## config.mk

```make
export PLATFORM = sky130hd
export DESIGN_NAME = cfg_info_axi_responder_flat
export DESIGN_NICKNAME = d
export VERILOG_FILES = /design/src/rtl/cfg_info_axi_responder_pkg.sv /design/src/rtl/cfg_info_axi_responder_if.sv /design/src/rtl/cfg_info_axi_responder_decode.sv /design/src/rtl/cfg_info_axi_responder.sv /design/src/flat_wrapper.sv
export SDC_FILE = /design/constraint.sdc
export NUM_CORES = 1
export LEC_CHECK = 0
export ABC_AREA = 0
export BUFFER_PORTS_ARGS = -buffer_cell sky130_fd_sc_hd__buf_2
export CORE_UTILIZATION = 44
export DETAILED_ROUTE_END_ITERATION = 10
export PLACE_DENSITY = 0.81
export SETUP_SLACK_MARGIN = 0.05
export SYNTH_ARGS = -nofsm -noshare
export SYNTH_HDL_FRONTEND = slang
export SYNTH_SLANG_ARGS = --single-unit
```

## constraint.sdc

```tcl
create_clock -name clk_i -period 3.02 [get_ports clk_i]
set_clock_uncertainty 0.1 [all_clocks]
set_input_delay 0.453 -clock clk_i [delete_from_list [all_inputs] [get_ports clk_i]]
set_output_delay 0.453 -clock clk_i [all_outputs]
set_load 0.02 [all_outputs]
```

## src/rtl/cfg_info_axi_responder_pkg.sv

```systemverilog
// Shared types and constants for the read-only core configuration AXI responder:
// configuration struct, register word indices, feature bit positions and AXI enums.
package cfg_info_axi_responder_pkg;

    localparam int unsigned MAX_RULES = 16;

    // Elaborated core configuration as exposed to software; region tables pack rule k
    // into bits [64k+63:64k] of each vector.
    typedef struct packed {
        logic                     RVA;
        logic                     RVB;
        logic                     RVC;
        logic                     RVH;
        logic                     RVV;
        logic                     RVZCB;
        logic                     FpuEn;
        logic                     CvxifEn;
        logic                     ZiCondExtEn;
        logic                     RVS;
        logic                     RVU;
        logic                     DebugEn;
        logic [31:0]              NrCommitPorts;
        logic [31:0]              NrLoadBufEntries;
        logic [31:0]              RASDepth;
        logic [31:0]              BTBEntries;
        logic [31:0]              BHTEntries;
        logic [31:0]              NrPMPEntries;
        logic [31:0]              NrExecuteRegionRules;
        logic [31:0]              NrCachedRegionRules;
        logic [31:0]              NrNonIdempotentRules;
        logic [64*MAX_RULES-1:0]  ExecuteRegionAddrBase;
        logic [64*MAX_RULES-1:0]  ExecuteRegionLength;
        logic [64*MAX_RULES-1:0]  CachedRegionAddrBase;
        logic [64*MAX_RULES-1:0]  CachedRegionLength;
        logic [64*MAX_RULES-1:0]  NonIdempotentAddrBase;
        logic [64*MAX_RULES-1:0]  NonIdempotentLength;
    } cva6_cfg_t;

    localparam cva6_cfg_t cva6_cfg_empty = '0;

    localparam logic [31:0] CFG_MAGIC   = 32'h4356_4136;
    localparam logic [31:0] CFG_VERSION = 32'h0001_0000;

    // Word indices (byte offset / 4) of the scalar register block
    localparam logic [7:0] IDX_MAGIC       = 8'h00;
    localparam logic [7:0] IDX_VERSION     = 8'h01;
    localparam logic [7:0] IDX_FEATURES    = 8'h02;
    localparam logic [7:0] IDX_COMMIT      = 8'h03;
    localparam logic [7:0] IDX_LOAD_BUF    = 8'h04;
    localparam logic [7:0] IDX_RAS         = 8'h05;
    localparam logic [7:0] IDX_BTB         = 8'h06;
    localparam logic [7:0] IDX_BHT         = 8'h07;
    localparam logic [7:0] IDX_PMP         = 8'h08;
    localparam logic [7:0] IDX_NR_EXEC     = 8'h09;
    localparam logic [7:0] IDX_NR_CACHED   = 8'h0A;
    localparam logic [7:0] IDX_NR_NONIDEM  = 8'h0B;

    localparam int unsigned FEATURE_RVA         = 0;
    localparam int unsigned FEATURE_RVB         = 1;
    localparam int unsigned FEATURE_RVC         = 2;
    localparam int unsigned FEATURE_RVH         = 3;
    localparam int unsigned FEATURE_RVV         = 4;
    localparam int unsigned FEATURE_RVZCB       = 5;
    localparam int unsigned FEATURE_FPU_EN      = 6;
    localparam int unsigned FEATURE_CVXIF_EN    = 7;
    localparam int unsigned FEATURE_ZICOND_EN   = 8;
    localparam int unsigned FEATURE_RVS         = 9;
    localparam int unsigned FEATURE_RVU         = 10;
    localparam int unsigned FEATURE_DEBUG_EN    = 11;

    typedef enum logic [1:0] {
        RESP_OKAY   = 2'b00,
        RESP_EXOKAY = 2'b01,
        RESP_SLVERR = 2'b10,
        RESP_DECERR = 2'b11
    } axi_resp_e;

    typedef enum logic [1:0] {
        BURST_FIXED = 2'b00,
        BURST_INCR  = 2'b01,
        BURST_WRAP  = 2'b10,
        BURST_RSVD  = 2'b11
    } axi_burst_e;

    typedef enum logic {
        R_IDLE,
        R_DATA
    } rd_state_e;

    typedef enum logic [1:0] {
        W_IDLE,
        W_DATA,
        W_RESP
    } wr_state_e;

    function automatic logic [31:0] feature_word(input cva6_cfg_t cfg);
        logic [31:0] f;
        f = '0;
        f[FEATURE_RVA]       = cfg.RVA;
        f[FEATURE_RVB]       = cfg.RVB;
        f[FEATURE_RVC]       = cfg.RVC;
        f[FEATURE_RVH]       = cfg.RVH;
        f[FEATURE_RVV]       = cfg.RVV;
        f[FEATURE_RVZCB]     = cfg.RVZCB;
        f[FEATURE_FPU_EN]    = cfg.FpuEn;
        f[FEATURE_CVXIF_EN]  = cfg.CvxifEn;
        f[FEATURE_ZICOND_EN] = cfg.ZiCondExtEn;
        f[FEATURE_RVS]       = cfg.RVS;
        f[FEATURE_RVU]       = cfg.RVU;
        f[FEATURE_DEBUG_EN]  = cfg.DebugEn;
        return f;
    endfunction

endpackage

```

## src/rtl/cfg_info_axi_responder_if.sv

```systemverilog
// AXI4 subset used by the configuration responder: AR/R read path plus AW/W/B write path
// (write data and strobes are not carried because the responder discards them).
interface cfg_info_axi_responder_if #(
    parameter int unsigned AddrWidth = 64,
    parameter int unsigned DataWidth = 32,
    parameter int unsigned IdWidth   = 4
);
    logic                 ar_valid;
    logic                 ar_ready;
    logic [AddrWidth-1:0] ar_addr;
    logic [7:0]           ar_len;
    logic [1:0]           ar_burst;
    logic [IdWidth-1:0]   ar_id;

    logic                 r_valid;
    logic                 r_ready;
    logic [DataWidth-1:0] r_data;
    logic [1:0]           r_resp;
    logic                 r_last;
    logic [IdWidth-1:0]   r_id;

    logic                 aw_valid;
    logic                 aw_ready;
    logic [IdWidth-1:0]   aw_id;

    logic                 w_valid;
    logic                 w_ready;
    logic                 w_last;

    logic                 b_valid;
    logic                 b_ready;
    logic [1:0]           b_resp;
    logic [IdWidth-1:0]   b_id;

    modport master (
        output ar_valid, ar_addr, ar_len, ar_burst, ar_id, r_ready,
               aw_valid, aw_id, w_valid, w_last, b_ready,
        input  ar_ready, r_valid, r_data, r_resp, r_last, r_id,
               aw_ready, w_ready, b_valid, b_resp, b_id
    );

    modport slave (
        input  ar_valid, ar_addr, ar_len, ar_burst, ar_id, r_ready,
               aw_valid, aw_id, w_valid, w_last, b_ready,
        output ar_ready, r_valid, r_data, r_resp, r_last, r_id,
               aw_ready, w_ready, b_valid, b_resp, b_id
    );
endinterface

```

## src/rtl/cfg_info_axi_responder_decode.sv

```systemverilog
// Combinational config-word lookup: 8-bit word index -> data word and AXI response.
// Pure function of the elaborated configuration.
module cfg_info_axi_responder_decode
    import cfg_info_axi_responder_pkg::*;
#(
    parameter cva6_cfg_t CVA6Cfg = cva6_cfg_empty
) (
    input  logic [7:0]  word_idx,
    output logic [31:0] data,
    output axi_resp_e   resp
);
    // Table 0 = execute, 1 = cached, 2 = non-idempotent
    logic [63:0] rule_base  [3][MAX_RULES];
    logic [63:0] rule_len   [3][MAX_RULES];
    logic [31:0] rule_count [3];

    for (genvar gi = 0; gi < MAX_RULES; gi++) begin : g_rule
        assign rule_base[0][gi] = CVA6Cfg.ExecuteRegionAddrBase[64*gi +: 64];
        assign rule_len[0][gi]  = CVA6Cfg.ExecuteRegionLength[64*gi +: 64];
        assign rule_base[1][gi] = CVA6Cfg.CachedRegionAddrBase[64*gi +: 64];
        assign rule_len[1][gi]  = CVA6Cfg.CachedRegionLength[64*gi +: 64];
        assign rule_base[2][gi] = CVA6Cfg.NonIdempotentAddrBase[64*gi +: 64];
        assign rule_len[2][gi]  = CVA6Cfg.NonIdempotentLength[64*gi +: 64];
    end

    assign rule_count[0] = CVA6Cfg.NrExecuteRegionRules;
    assign rule_count[1] = CVA6Cfg.NrCachedRegionRules;
    assign rule_count[2] = CVA6Cfg.NrNonIdempotentRules;

    // word_idx[7:6] selects register block vs table, [5:2] the entry, [1:0] the word
    logic [1:0] tbl_sel;
    logic [3:0] entry;
    logic [1:0] word_sel;

    assign tbl_sel  = word_idx[7:6] - 2'd1;
    assign entry    = word_idx[5:2];
    assign word_sel = word_idx[1:0];

    always_comb begin
        data = '0;
        resp = RESP_OKAY;
        if (word_idx[7:6] == 2'd0) begin
            case (word_idx)
                IDX_MAGIC:      data = CFG_MAGIC;
                IDX_VERSION:    data = CFG_VERSION;
                IDX_FEATURES:   data = feature_word(CVA6Cfg);
                IDX_COMMIT:     data = CVA6Cfg.NrCommitPorts;
                IDX_LOAD_BUF:   data = CVA6Cfg.NrLoadBufEntries;
                IDX_RAS:        data = CVA6Cfg.RASDepth;
                IDX_BTB:        data = CVA6Cfg.BTBEntries;
                IDX_BHT:        data = CVA6Cfg.BHTEntries;
                IDX_PMP:        data = CVA6Cfg.NrPMPEntries;
                IDX_NR_EXEC:    data = CVA6Cfg.NrExecuteRegionRules;
                IDX_NR_CACHED:  data = CVA6Cfg.NrCachedRegionRules;
                IDX_NR_NONIDEM: data = CVA6Cfg.NrNonIdempotentRules;
                default:        resp = RESP_DECERR;
            endcase
        end else if ({28'd0, entry} < rule_count[tbl_sel]) begin
            case (word_sel)
                2'd0:    data = rule_base[tbl_sel][entry][31:0];
                2'd1:    data = rule_base[tbl_sel][entry][63:32];
                2'd2:    data = rule_len[tbl_sel][entry][31:0];
                default: data = rule_len[tbl_sel][entry][63:32];
            endcase
        end
    end

endmodule

```

## src/rtl/cfg_info_axi_responder.sv

```systemverilog
// Read-only AXI4 slave exposing the elaborated core configuration as constant words.
// Reads are decoded per beat; writes are drained and answered SLVERR.
module cfg_info_axi_responder
    import cfg_info_axi_responder_pkg::*;
#(
    parameter cva6_cfg_t   CVA6Cfg   = cva6_cfg_empty,
    parameter int unsigned AddrWidth = 64,
    parameter int unsigned DataWidth = 32,
    parameter int unsigned IdWidth   = 4
) (
    input  logic                     clk_i,
    input  logic                     rst_i,
    cfg_info_axi_responder_if.slave  bus
);
    // Held low during reset and for the reset-release edge so the ready outputs stay 0
    logic rst_done_reg;

    rd_state_e          rd_state_reg, rd_state_next;
    logic [IdWidth-1:0] r_id_reg;
    logic [7:0]         word_idx_reg;
    logic [7:0]         len_reg;
    logic [7:0]         cnt_reg;
    axi_burst_e         burst_reg;
    logic               hi_err_reg;

    wr_state_e          wr_state_reg, wr_state_next;
    logic [IdWidth-1:0] aw_id_reg;

    logic               ar_hs, r_hs, aw_hs, w_hs, b_hs, last_beat;
    logic [31:0]        dec_data;
    axi_resp_e          dec_resp;
    logic [DataWidth-1:0] beat_data;
    axi_resp_e          beat_resp;
    logic               unused_addr_bits;

    assign ar_hs     = bus.ar_valid && bus.ar_ready;
    assign r_hs      = bus.r_valid && bus.r_ready;
    assign aw_hs     = bus.aw_valid && bus.aw_ready;
    assign w_hs      = bus.w_valid && bus.w_ready;
    assign b_hs      = bus.b_valid && bus.b_ready;
    assign last_beat = (cnt_reg == len_reg);
    assign unused_addr_bits = ^bus.ar_addr[1:0];

    cfg_info_axi_responder_decode #(
        .CVA6Cfg (CVA6Cfg)
    ) u_decode (
        .word_idx (word_idx_reg),
        .data     (dec_data),
        .resp     (dec_resp)
    );

    always_ff @(posedge clk_i or posedge rst_i) begin
        if (rst_i) begin
            rst_done_reg <= 1'b0;
            rd_state_reg <= R_IDLE;
            wr_state_reg <= W_IDLE;
        end else begin
            rst_done_reg <= 1'b1;
            rd_state_reg <= rd_state_next;
            wr_state_reg <= wr_state_next;
        end
    end

    // Read burst bookkeeping; address stays put for FIXED and advances mod 256 for INCR
    always_ff @(posedge clk_i or posedge rst_i) begin
        if (rst_i) begin
            r_id_reg     <= '0;
            word_idx_reg <= '0;
            len_reg      <= '0;
            cnt_reg      <= '0;
            burst_reg    <= BURST_FIXED;
            hi_err_reg   <= 1'b0;
        end else if (ar_hs) begin
            r_id_reg     <= bus.ar_id;
            word_idx_reg <= bus.ar_addr[9:2];
            len_reg      <= bus.ar_len;
            cnt_reg      <= '0;
            burst_reg    <= axi_burst_e'(bus.ar_burst);
            hi_err_reg   <= |bus.ar_addr[AddrWidth-1:10];
        end else if (r_hs && !last_beat) begin
            cnt_reg <= cnt_reg + 8'd1;
            if (burst_reg == BURST_INCR) begin
                word_idx_reg <= word_idx_reg + 8'd1;
            end
        end
    end

    always_ff @(posedge clk_i or posedge rst_i) begin
        if (rst_i) begin
            aw_id_reg <= '0;
        end else if (aw_hs) begin
            aw_id_reg <= bus.aw_id;
        end
    end

    always_comb begin
        rd_state_next = rd_state_reg;
        case (rd_state_reg)
            R_IDLE:  if (ar_hs) rd_state_next = R_DATA;
            R_DATA:  if (r_hs && last_beat) rd_state_next = R_IDLE;
            default: rd_state_next = R_IDLE;
        endcase
    end

    always_comb begin
        wr_state_next = wr_state_reg;
        case (wr_state_reg)
            W_IDLE:  if (aw_hs) wr_state_next = W_DATA;
            W_DATA:  if (w_hs && bus.w_last) wr_state_next = W_RESP;
            W_RESP:  if (b_hs) wr_state_next = W_IDLE;
            default: wr_state_next = W_IDLE;
        endcase
    end

    // WRAP (and the reserved encoding) is refused per beat; high address bits mean no slave
    always_comb begin
        beat_data = DataWidth'(dec_data);
        beat_resp = dec_resp;
        if (burst_reg == BURST_WRAP || burst_reg == BURST_RSVD) begin
            beat_data = '0;
            beat_resp = RESP_SLVERR;
        end else if (hi_err_reg) begin
            beat_data = '0;
            beat_resp = RESP_DECERR;
        end
    end

    always_comb begin
        bus.ar_ready = 1'b0;
        bus.r_valid  = 1'b0;
        bus.r_data   = '0;
        bus.r_resp   = RESP_OKAY;
        bus.r_last   = 1'b0;
        bus.r_id     = '0;
        case (rd_state_reg)
            R_IDLE: bus.ar_ready = rst_done_reg;
            R_DATA: begin
                bus.r_valid = 1'b1;
                bus.r_data  = beat_data;
                bus.r_resp  = beat_resp;
                bus.r_last  = last_beat;
                bus.r_id    = r_id_reg;
            end
            default: ;
        endcase
    end

    always_comb begin
        bus.aw_ready = 1'b0;
        bus.w_ready  = 1'b0;
        bus.b_valid  = 1'b0;
        bus.b_resp   = RESP_OKAY;
        bus.b_id     = '0;
        case (wr_state_reg)
            W_IDLE: bus.aw_ready = rst_done_reg;
            W_DATA: bus.w_ready  = 1'b1;
            W_RESP: begin
                bus.b_valid = 1'b1;
                bus.b_resp  = RESP_SLVERR;
                bus.b_id    = aw_id_reg;
            end
            default: ;
        endcase
    end

endmodule

```

## src/flat_wrapper.sv

```systemverilog
// flat-port wrapper written by rule: the top's interface ports become plain ports
module cfg_info_axi_responder_flat import cfg_info_axi_responder_pkg::*;
#(
    parameter cva6_cfg_t   CVA6Cfg   = cva6_cfg_empty,
    parameter int unsigned AddrWidth = 64,
    parameter int unsigned DataWidth = 32,
    parameter int unsigned IdWidth   = 4
)
  (clk_i, rst_i, bus_ar_valid, bus_ar_addr, bus_ar_len, bus_ar_burst, bus_ar_id, bus_r_ready, bus_aw_valid, bus_aw_id, bus_w_valid, bus_w_last, bus_b_ready, bus_ar_ready, bus_r_valid, bus_r_data, bus_r_resp, bus_r_last, bus_r_id, bus_aw_ready, bus_w_ready, bus_b_valid, bus_b_resp, bus_b_id);
  cfg_info_axi_responder_if #(.AddrWidth(AddrWidth), .DataWidth(DataWidth), .IdWidth(IdWidth)) bus_i ();
  input  logic clk_i;
  input  logic rst_i;
  input wire logic [$bits(bus_i.ar_valid)-1:0] bus_ar_valid;
  input wire logic [$bits(bus_i.ar_addr)-1:0] bus_ar_addr;
  input wire logic [$bits(bus_i.ar_len)-1:0] bus_ar_len;
  input wire logic [$bits(bus_i.ar_burst)-1:0] bus_ar_burst;
  input wire logic [$bits(bus_i.ar_id)-1:0] bus_ar_id;
  input wire logic [$bits(bus_i.r_ready)-1:0] bus_r_ready;
  input wire logic [$bits(bus_i.aw_valid)-1:0] bus_aw_valid;
  input wire logic [$bits(bus_i.aw_id)-1:0] bus_aw_id;
  input wire logic [$bits(bus_i.w_valid)-1:0] bus_w_valid;
  input wire logic [$bits(bus_i.w_last)-1:0] bus_w_last;
  input wire logic [$bits(bus_i.b_ready)-1:0] bus_b_ready;
  output wire logic [$bits(bus_i.ar_ready)-1:0] bus_ar_ready;
  output wire logic [$bits(bus_i.r_valid)-1:0] bus_r_valid;
  output wire logic [$bits(bus_i.r_data)-1:0] bus_r_data;
  output wire logic [$bits(bus_i.r_resp)-1:0] bus_r_resp;
  output wire logic [$bits(bus_i.r_last)-1:0] bus_r_last;
  output wire logic [$bits(bus_i.r_id)-1:0] bus_r_id;
  output wire logic [$bits(bus_i.aw_ready)-1:0] bus_aw_ready;
  output wire logic [$bits(bus_i.w_ready)-1:0] bus_w_ready;
  output wire logic [$bits(bus_i.b_valid)-1:0] bus_b_valid;
  output wire logic [$bits(bus_i.b_resp)-1:0] bus_b_resp;
  output wire logic [$bits(bus_i.b_id)-1:0] bus_b_id;
  assign bus_i.ar_valid = bus_ar_valid;
  assign bus_i.ar_addr = bus_ar_addr;
  assign bus_i.ar_len = bus_ar_len;
  assign bus_i.ar_burst = bus_ar_burst;
  assign bus_i.ar_id = bus_ar_id;
  assign bus_i.r_ready = bus_r_ready;
  assign bus_i.aw_valid = bus_aw_valid;
  assign bus_i.aw_id = bus_aw_id;
  assign bus_i.w_valid = bus_w_valid;
  assign bus_i.w_last = bus_w_last;
  assign bus_i.b_ready = bus_b_ready;
  assign bus_ar_ready = bus_i.ar_ready;
  assign bus_r_valid = bus_i.r_valid;
  assign bus_r_data = bus_i.r_data;
  assign bus_r_resp = bus_i.r_resp;
  assign bus_r_last = bus_i.r_last;
  assign bus_r_id = bus_i.r_id;
  assign bus_aw_ready = bus_i.aw_ready;
  assign bus_w_ready = bus_i.w_ready;
  assign bus_b_valid = bus_i.b_valid;
  assign bus_b_resp = bus_i.b_resp;
  assign bus_b_id = bus_i.b_id;
  cfg_info_axi_responder #(.CVA6Cfg(CVA6Cfg), .AddrWidth(AddrWidth), .DataWidth(DataWidth), .IdWidth(IdWidth)) u_core (.clk_i(clk_i), .rst_i(rst_i), .bus(bus_i));
endmodule
```

==> results.cfg <==
[run_status]
status = complete, no violations

[sta]
worst_slack_ps = 375
worst_slew_pin_slew_ps = 847
max-slew-margin-rel_pct = 43.1
fmax_mhz = 378
period_share_pct = 87.6
tns_ps = 0
final_max_slew_viol_count = 0
rsz0062_at_grt = false
setup_viol = 0
finalHoldViolCount = 0
fin_crit_ps = 2640

[logic_synthesis]
ys.flop_type = dfrtp_1
ys_seq_area_share_pct = 40.7
synth_top_family_by_area = simple AND/OR/NAND/NOR gates
syn_avg_cell_area_um2 = 8.75
yosysUniqueCellTypes = 43
async_reset_ff_share_pct = 100
synth-edff-count = 0
synth-simple-area-share_pct = 27.0
synth_fa_ha_area_share_pct = 2.61
syn-cell-area_um2 = 2400
synthMuxAreaShare_pct = 4.80
synth-xor-area-share_pct = 5.11
ys_warn_count = 0
syn-instance-count = 274
synth-seq-cells = 39
synth_compound_area_share_pct = 6.73

[global_route]
grt_pass1_wl_mm = 8.40
antenna_found_initial = 0
overflow = 0
grt_pass1_vias = 1966
grt_max_degree = 40
grt_usage_pct = 19.6

[job]
cap_violations = 0

[cells_and_area]
final_core_util_pct = 57.8
nets = 473
stdcell_area_um2 = 2990
layoutNonFillerInstCount = 449
syn2layout_area_growth_pct = 24.7
diodes = 0
drive_gt1_share_pct = 36.9

[worst_setup_path]
reg2reg_depth = 5
reg2reg_slack_ps = 820
required_ps = 2470
crit_path_end_kind = primary output
worst_setup_path_start_kind = register
r2r-start = u_core.cnt_reg[2]
critPathKind = reg -> out
arrival_ps = 2090
cp_max_fo = 8
r2r-end = u_core.cnt_reg[4]

[die]
coreArea_um2 = 5170
start_util_pct = 46.3
fp-row-count = 26
die_w_um = 75.8
die_h_um = 75.8
io_pins = 140
dieArea_um2 = 5750

[cts]
clock_latency_ps = 290
root_buffer = clkbuf_8
clk_path_buf_depth = 2
ctsHoldBuffers = 0
cts.htree.levels = 2
cts_made_buffers = 5
cts.sinks = 39
clkTransAtPathRegs_ps = 70
cts_tree = built

[pwr]
swShare_pct = 41.7
power_leakage_nw = 1.62
p_sw_w = 0.000985
pwr-share-comb_pct = 41.4
irDropWorstVdd_v = 0.000378
power_density_nw_per_um2 = 790
seqPwrFrac_pct = 42.4
p_int_w = 0.00138
clkPwrFrac_pct = 16.2

[placed_design]
gp_congestion = 0.789
placed_cell_area_um2 = 2890
placedCellCount = 441
hpwl_mm = 4.20
post-place-ws_ps = 595
io_buffers = 118

[detailed_routing]
first_iter_violations = 125
drt-total-wl_mm = 5.47
via_per_inst = 4.85
vias = 2176
wl_met1_mm = 2.26
drc = 0
wl_met3_um = 279
wl_met2_mm = 2.84
antenna_left = 0
firstDrtPassIters = 4
routedWlPerCell_um = 12.2
highest_layer = met4

[min_path]
hp-class = in -> async
worst max-delay path, stage by stage (launching register included):
cell,delay (ps)
dfrtp_1,420
xor2_1,160
nor4_2,750
and3_2,310
buf_2,160
layout make-up:
cell class / count / area [um2]
clock buffers: 8 / 100
fillers: 496 / 2180
inverters: 7 / 26.3
multi-input cells: 204 / 1190
flip-flops and latches: 39 / 976
well taps: 70 / 87.6
repair buffers: 121 / 613
stage by stage:
| stage | hold WS (ps) | total power, W |
|---|---|---|
| 2_1_floorplan | 337 | 0.00169 |
| 3_3_place_gp | 351 | 0.00193 |
| 3_5_place_dp | 357 | 0.00198 |
| 4_1_cts | 181 | 0.00238 |
| 5_1_grt | 237 | 0.00255 |
| 6_report | 171 | 0.00236 |
layout by cell type, fill, tap and decap left out, types with 5 or more instances in the layout:
| cell type | netlist | final |
|---|---|---|
| buf_2 | 1 | 118 |
| nand2_1 | 57 | 57 |
| dfrtp_1 | 39 | 39 |
| conb_1 | 2 | 20 |
| nor2_1 | 18 | 17 |
| nor4_1 | 14 | 14 |
| and2_1 | 10 | 10 |
| nand4_1 | 10 | 10 |
| xor2_1 | 8 | 8 |
| inv_1 | 7 | 7 |
| mux2i_1 | 7 | 7 |
| clkbuf_8 | 0 | 7 |
| xnor2_1 | 6 | 6 |
| a21oi_1 | 5 | 5 |
| ha_1 | 5 | 5 |
how the worst max path moves through the flow:
stage | from | end | slack (ps) | cells after the start
2_1_floorplan | u_core.word_idx_reg[7] | bus_r_data[14] | 420 | 5
6_report | u_core.cnt_reg[6] | bus_r_last | 380 | 4
5_1_grt | u_core.word_idx_reg[4] | bus_r_data[1] | 220 | 5
4_1_cts | u_core.word_idx_reg[4] | bus_r_data[18] | 260 | 5
3_5_place_dp | u_core.word_idx_reg[4] | bus_r_data[18] | 600 | 5
3_3_place_gp | u_core.word_idx_reg[4] | bus_r_data[17] | 680 | 5
Yosys cell counts, types with 2 or more instances:
cell       n  area, um2
nor3_1     2       10.0
and2_1    10       62.6
nor2_1    18       67.6
nand2_1   57        214
a21o_1     2       15.0
a31oi_1    2       12.5
or3_1      2       12.5
nor4_2     2       25.0
xor2_1     8       70.1
o21ai_0    3       15.0
nand3_1    4       20.0
mux2i_1    7       70.1
a21oi_1    5       25.0
ha_1       5       62.6
nor2b_1    3       18.8
clkbuf_1   8       30.0
conb_1     2       7.51
dfrtp_1   39        976
inv_1      7       26.3
and3_2     2       15.0
a21oi_2    2       17.5
xnor2_1    6       52.6
mux2_2     4       45.0
buf_4     32        240
nor4_1    14       87.6
nand4_1   10       62.6
a211oi_1   2       15.0
per-layer routing:
layer / vias up / GRT usage [%]
met4: 0 / 8.85
met3: 8 / 4.37
met5: - / 0
li1: 1083 / -
met2: 67 / 34.1
met1: 1018 / 23.1
power by group through the flow:
| stage | clock [W] | sequential [W] | combinational, W |
|---|---|---|---|
| after global placement | 0 | 0.000988 | 0.000941 |
| after global routing | 0.000416 | 0.00104 | 0.00110 |
| final | 0.000383 | 0.00100 | 0.000977 |
| after detailed placement | 0 | 0.00101 | 0.000976 |
| after floorplan | 0 | 0.000912 | 0.000782 |
| after CTS | 0.000395 | 0.000997 | 0.000983 |
cell families (layout without fill, tap and decap cells):
family,count (synthesis),after routing
AO/OA/AOI/OAI,23,23
AND/OR/NAND/NOR,131,131
adder cells (fa/ha/maj),5,5
buffers and inverters,49,136
other,2,20
flip-flops,39,39
XOR/XNOR,14,14
multiplexers,11,11
timing repair:
action | CTS | global route
setup buffers | 0 | 0
endpoints found under the setup margin | 0 | 13
resized for setup | 0 | 1
Power figures use the tool's default switching activity.
